### src/rtl/dma_rr_arbiter_if.sv
// Requester/controller side signals of the DMA read/write controller arbiter.
interface dma_rr_arbiter_if #(
  parameter int CNT_WIDTH = 4
);
  logic                 rdWrCtlrIdle;
  logic                 burstDone;
  logic                 rxListProcReq;
  logic                 txStaUpdaterReq;
  logic                 txListProcReq;
  logic                 rxListProcGrant;
  logic                 txStaUpdaterGrant;
  logic                 txListProcGrant;
  logic                 arbPreempt;
  logic [CNT_WIDTH-1:0] arbBurstCnt;

  modport slave (
    input  rdWrCtlrIdle, burstDone, rxListProcReq, txStaUpdaterReq, txListProcReq,
    output rxListProcGrant, txStaUpdaterGrant, txListProcGrant, arbPreempt, arbBurstCnt
  );

  modport master (
    output rdWrCtlrIdle, burstDone, rxListProcReq, txStaUpdaterReq, txListProcReq,
    input  rxListProcGrant, txStaUpdaterGrant, txListProcGrant, arbPreempt, arbBurstCnt
  );
endinterface

### src/rtl/dma_rr_arbiter.sv
// Three-way round-robin arbiter for the DMA read/write controller with burst-quantum preemption.
// Optional RW_DMA_ARB_RX_PRIO_EN: rx list processor wins every arbitration and is never preempted.
module dma_rr_arbiter #(
  parameter int QUANTUM   = 4,
  parameter int CNT_WIDTH = 4
) (
  input  logic              macPIClk,
  input  logic              macPIClkSoftRst_n,
  dma_rr_arbiter_if.slave   bus
);
  typedef enum logic {IDLE = 1'b0, GRANT = 1'b1} state_e;

  localparam logic [CNT_WIDTH-1:0] QMAX = CNT_WIDTH'(QUANTUM);
  localparam logic [CNT_WIDTH-1:0] ONE  = CNT_WIDTH'(1);

  state_e               state_q, state_d;
  logic [1:0]           owner_q, owner_d;
  logic [1:0]           last_q, last_d;
  logic [CNT_WIDTH-1:0] cnt_q, cnt_d;
  logic                 preempt_q, preempt_d;

  logic [2:0] req;
  logic [2:0] own_oh;
  logic [1:0] pick;
  logic       own_req, other_req, preempt_ok;

  assign req = {bus.txListProcReq, bus.txStaUpdaterReq, bus.rxListProcReq};

  // Cyclic scan starting just after the last owner.
  always_comb begin
    pick = 2'd0;
    case (last_q)
      2'd0:    pick = req[1] ? 2'd1 : (req[2] ? 2'd2 : 2'd0);
      2'd1:    pick = req[2] ? 2'd2 : (req[0] ? 2'd0 : 2'd1);
      default: pick = req[0] ? 2'd0 : (req[1] ? 2'd1 : 2'd2);
    endcase
`ifdef RW_DMA_ARB_RX_PRIO_EN
    if (req[0]) pick = 2'd0;
`endif
  end

  always_comb begin
    own_oh = 3'b000;
    case (owner_q)
      2'd0:    own_oh = 3'b001;
      2'd1:    own_oh = 3'b010;
      2'd2:    own_oh = 3'b100;
      default: own_oh = 3'b000;
    endcase
  end

  assign own_req   = |(req & own_oh);
  assign other_req = |(req & ~own_oh);

`ifdef RW_DMA_ARB_RX_PRIO_EN
  assign preempt_ok = (QUANTUM != 0) && (cnt_q == QMAX) && other_req &&
                      bus.rdWrCtlrIdle && own_req && (owner_q != 2'd0);
`else
  assign preempt_ok = (QUANTUM != 0) && (cnt_q == QMAX) && other_req &&
                      bus.rdWrCtlrIdle && own_req;
`endif

  always_comb begin
    state_d   = state_q;
    owner_d   = owner_q;
    last_d    = last_q;
    cnt_d     = cnt_q;
    preempt_d = 1'b0;
    case (state_q)
      IDLE: begin
        cnt_d = '0;
        if (bus.rdWrCtlrIdle && (|req)) begin
          owner_d = pick;
          state_d = GRANT;
        end
      end
      GRANT: begin
        // A dropped request wins over preemption: ordinary release, no pulse.
        if (!own_req) begin
          state_d = IDLE;
          last_d  = owner_q;
          cnt_d   = '0;
        end else if (preempt_ok) begin
          state_d   = IDLE;
          last_d    = owner_q;
          cnt_d     = '0;
          preempt_d = 1'b1;
        end else if (bus.burstDone && (cnt_q != QMAX)) begin
          cnt_d = cnt_q + ONE;
        end
      end
      default: begin
        state_d = IDLE;
        cnt_d   = '0;
      end
    endcase
  end

  always_ff @(posedge macPIClk) begin
    if (!macPIClkSoftRst_n) begin
      state_q   <= IDLE;
      owner_q   <= 2'd0;
      last_q    <= 2'd2;
      cnt_q     <= '0;
      preempt_q <= 1'b0;
    end else begin
      state_q   <= state_d;
      owner_q   <= owner_d;
      last_q    <= last_d;
      cnt_q     <= cnt_d;
      preempt_q <= preempt_d;
    end
  end

  assign bus.rxListProcGrant   = (state_q == GRANT) && (owner_q == 2'd0);
  assign bus.txStaUpdaterGrant = (state_q == GRANT) && (owner_q == 2'd1);
  assign bus.txListProcGrant   = (state_q == GRANT) && (owner_q == 2'd2);
  assign bus.arbPreempt        = preempt_q;
  assign bus.arbBurstCnt       = cnt_q;
endmodule

### src/flat_wrapper.sv
// flat-port wrapper written by rule: the top's interface ports become plain ports
module dma_rr_arbiter_flat 
#(
  parameter int QUANTUM   = 4,
  parameter int CNT_WIDTH = 4
)
  (macPIClk, macPIClkSoftRst_n, bus_rdWrCtlrIdle, bus_burstDone, bus_rxListProcReq, bus_txStaUpdaterReq, bus_txListProcReq, bus_rxListProcGrant, bus_txStaUpdaterGrant, bus_txListProcGrant, bus_arbPreempt, bus_arbBurstCnt);
  dma_rr_arbiter_if #(.CNT_WIDTH(CNT_WIDTH)) bus_i ();
  input  logic macPIClk;
  input  logic macPIClkSoftRst_n;
  input wire logic [$bits(bus_i.rdWrCtlrIdle)-1:0] bus_rdWrCtlrIdle;
  input wire logic [$bits(bus_i.burstDone)-1:0] bus_burstDone;
  input wire logic [$bits(bus_i.rxListProcReq)-1:0] bus_rxListProcReq;
  input wire logic [$bits(bus_i.txStaUpdaterReq)-1:0] bus_txStaUpdaterReq;
  input wire logic [$bits(bus_i.txListProcReq)-1:0] bus_txListProcReq;
  output wire logic [$bits(bus_i.rxListProcGrant)-1:0] bus_rxListProcGrant;
  output wire logic [$bits(bus_i.txStaUpdaterGrant)-1:0] bus_txStaUpdaterGrant;
  output wire logic [$bits(bus_i.txListProcGrant)-1:0] bus_txListProcGrant;
  output wire logic [$bits(bus_i.arbPreempt)-1:0] bus_arbPreempt;
  output wire logic [$bits(bus_i.arbBurstCnt)-1:0] bus_arbBurstCnt;
  assign bus_i.rdWrCtlrIdle = bus_rdWrCtlrIdle;
  assign bus_i.burstDone = bus_burstDone;
  assign bus_i.rxListProcReq = bus_rxListProcReq;
  assign bus_i.txStaUpdaterReq = bus_txStaUpdaterReq;
  assign bus_i.txListProcReq = bus_txListProcReq;
  assign bus_rxListProcGrant = bus_i.rxListProcGrant;
  assign bus_txStaUpdaterGrant = bus_i.txStaUpdaterGrant;
  assign bus_txListProcGrant = bus_i.txListProcGrant;
  assign bus_arbPreempt = bus_i.arbPreempt;
  assign bus_arbBurstCnt = bus_i.arbBurstCnt;
  dma_rr_arbiter #(.QUANTUM(QUANTUM), .CNT_WIDTH(CNT_WIDTH)) u_core (.macPIClk(macPIClk), .macPIClkSoftRst_n(macPIClkSoftRst_n), .bus(bus_i));
endmodule
### config.mk
export PLATFORM = sky130hd
export DESIGN_NAME = dma_rr_arbiter_flat
export DESIGN_NICKNAME = d
export VERILOG_FILES = /design/src/rtl/dma_rr_arbiter_if.sv /design/src/rtl/dma_rr_arbiter.sv /design/src/flat_wrapper.sv
export SDC_FILE = /design/constraint.sdc
export NUM_CORES = 1
export LEC_CHECK = 0
export BUFFER_PORTS_ARGS = -buffer_cell sky130_fd_sc_hd__buf_2
export CORE_UTILIZATION = 35
export CTS_BUF_LIST = sky130_fd_sc_hd__clkbuf_8 sky130_fd_sc_hd__clkbuf_16
export DETAILED_ROUTE_END_ITERATION = 8
export SYNTH_ARGS = -nofsm -noshare
export SYNTH_HDL_FRONTEND = slang
export SYNTH_SLANG_ARGS = --single-unit
### constraint.sdc
create_clock -name macPIClk -period 4.4 [get_ports macPIClk]
set_clock_uncertainty 0.2 [all_clocks]
set_input_delay 0.66 -clock macPIClk [delete_from_list [all_inputs] [get_ports macPIClk]]
set_output_delay 0.66 -clock macPIClk [all_outputs]
set_load 0.01 [all_outputs]
==> flow_summary.toml <==
[logic_synthesis]
synthArstFlopShare_pct = 0
synth_top_area_share_pct = 31.4
synth_area_um2 = 637
syn_nets = 81
yosys_warnings = 0
synthTopCellsByArea = "dfxtp_1, mux2i_1, a221oi_4"
seq_area_frac_synth_pct = 31.4
synthesis.instances = 72
synth_top_cell_by_area = "dfxtp_1"
synthDistinctLibCells = 35
synth-edff-count = 0
synth_seq_cells = 10
synthFlopType = "dfxtp_1"
avgSynthCellArea_um2 = 8.85

[global_routing]
grt_pass1_wl_mm = 2.06
overflow = 0
grt_max_degree = 12
antenna_found_initial = 0
gr-usage-all-layers_pct = 14.3
grt_pass1_vias = 484

[clocking]
cts_buffer_depth = 2
clock_sinks = 10
tritoncts = "yes"
htree_levels = 1
clk_pin_slew_ns = 0.04
clk_latency_ns = 0.22
postCtsHoldBufs = 0
cts_setup_buffers = 0
cts_buffers = 3
root_buffer = "clkbuf_8"
cts.repair.resized = 0

[floorplanning]
dieArea_um2 = 1990
io_pins = 15
die_w_um = 44.7
start_util_pct = 37.3
die_h_um = 44.7
core.rowCount = 15
coreArea_um2 = 1710

[route]
route.vias.total = 585
routed_wl_mm = 1.24
ant_nets = 0
vias_per_cell = 5.27
first_pass_iters = 4
drt_iter0_drc = 17
drc = 0
wl_per_cell_um = 11.2

[min_path]
hold_path.startpoint = "u_core.last_q[0]"
hp-class = "reg2reg"

[sta]
fin_crit_sh_pct = 45.3
fmax_mhz = 502
rsz0062_at_grt = "no"
hold_viol = 0
worst_pin_slew_ns = 0.398
slew_headroom_pct = 73.4
fin_crit_ns = 1.99
whs_ns = 0.280
setup-tns-final_ns = 0
final_max_slew_viol_count = 0
report.final.setup_viol = 0

[power_and_ir_drop]
p_comb_share_pct = 15.3
vdd_drop_max_uv = 136
intPower_uw = 170
netSwitchingFraction_pct = 24.3
p_switching_uw = 54.3
p_per_area_nw_per_um2 = 296
power.share.clock_pct = 39.0
p_seq_share_pct = 45.7
power_leakage_uw = 0.000352

[finish]
fin_cells = 111
insertedDiodeCount = 0
drive_gt1_share_pct = 23.3
fin_area_um2 = 757
final_core_utilization_pct = 44.3
fin_nets = 97
syn2layout_area_growth_pct = 18.9

[place]
gp_congestion = 0.859
postPlaceCellArea_um2 = 716
hpwl_um = 964
place_inst = 108
port_buffers = 14

[critical_path]
critPathMaxFanout = 7
crit_required_ns = 3.54
path_class = "reg2out"
cp_cell_sequence = "inv_1, nor3b_1, buf_2"
crit_arrival_ns = 1.13
cpMaxStageDelayCell = "dfxtp_1"
reg2reg_from = "u_core.bus.arbBurstCnt[0]"
end_kind = "output port"
critPathLaunchType = "flop"
slowest_delay_ns = 0.42
cp-startpoint = "u_core.owner_q[1]"

[job]
drv_cap = 0

[status]
status = "finished, final reports clean"
==> worst max-delay path: cells and delay by family (launching register included) <==
| family | cells | cell delay, ns |
|---|---|---|
| buffers and inverters | 2 | 0.29 |
| AND/OR/NAND/NOR | 1 | 0.20 |
| flip-flops | 1 | 0.42 |
==> cells by family after synthesis <==
kind of cell	after synthesis	synth area share (%)
compound gates	16	22.4
simple gates	30	27.5
mux	4	6.29
flops	10	31.4
xor+xnor	1	1.38
fa+ha+maj	2	3.93
buf+inv	9	7.07
==> path summary, 6_finish.rpt <==
check / cells past startpoint / endpoint / slack, ns
max reg2reg: 6 / u_core.last_q[1] / 2.53
min reg2reg: 2 / u_core.last_q[0] / 0.28
max: 3 / bus_txListProcGrant / 2.41
min: 2 / u_core.last_q[0] / 0.28
==> cells in the mapped netlist, types with 2 or more instances <==
cell and number:
nor3_1 3, inv_1 6, dfxtp_1 10, nor3b_1 2, nand3b_1 2, mux2i_1 4
o211a_1 2, nor2_1 5, a21oi_1 2, nand2_1 7, and3_1 2, o21ai_1 2
nand4_1 2, ha_1 2
==> power by group through the flow <==
stage / clock network, µW / registers, µW / logic (µW)
after CTS: 90.5 / 102 / 34.1
after floorplan: 0 / 100 / 28.1
final: 87.4 / 102 / 34.2
after detailed placement: 0 / 104 / 33.9
after global placement: 0 / 104 / 34.0
after global routing: 95.6 / 103 / 37.9
==> layer usage <==
| layer | vias up | wire length, µm | track usage, % |
|---|---|---|---|
| met1 | 264 | 624 | 19.2 |
| met5 | - | 0 | 0 |
| met2 | 23 | 523 | 20.9 |
| li1 | 296 | - | - |
| met3 | 2 | 73 | 2.45 |
| met4 | 0 | 18 | 9.09 |
==> placed cells by master (no fill, tap or decap), types with 2 or more instances in the layout <==
| master | instances |
|---|---|
| nor3b_1 | 2 |
| clkbuf_8 | 3 |
| nand4_1 | 2 |
| mux2i_1 | 4 |
| o21ai_1 | 2 |
| inv_1 | 6 |
| and3_1 | 2 |
| ha_1 | 2 |
| nor3_1 | 3 |
| a21oi_1 | 2 |
| nand2_1 | 7 |
| o211a_1 | 2 |
| buf_2 | 14 |
| nor2_1 | 5 |
| dfxtp_1 | 10 |
| nand3b_1 | 2 |
==> area by class of cell <==
type,count,area [µm²]
well taps,25,31.3
clock buffers,3,41.3
inverters,6,22.5
fillers,177,951
multi-input cells,53,392
repair buffers,14,70.1
flip-flops and latches,10,200
==> state kept, by name, summed over array words and instances (netlist names) <==
register                count
u_core.bus.arbPreempt       1
u_core.last_q               2
u_core.state_q              1
u_core.bus.arbBurstCnt      4
u_core.owner_q              2
==> through the flow <==
stage / total power (µW) / setup slack, ns
floorplan: 129 / 2.53
global placement: 138 / 2.41
finish: 224 / 2.41
global route: 237 / 2.31
detailed placement: 137 / 2.40
CTS: 227 / 2.39
No activity file was read; power rests on OpenSTA's default activity.
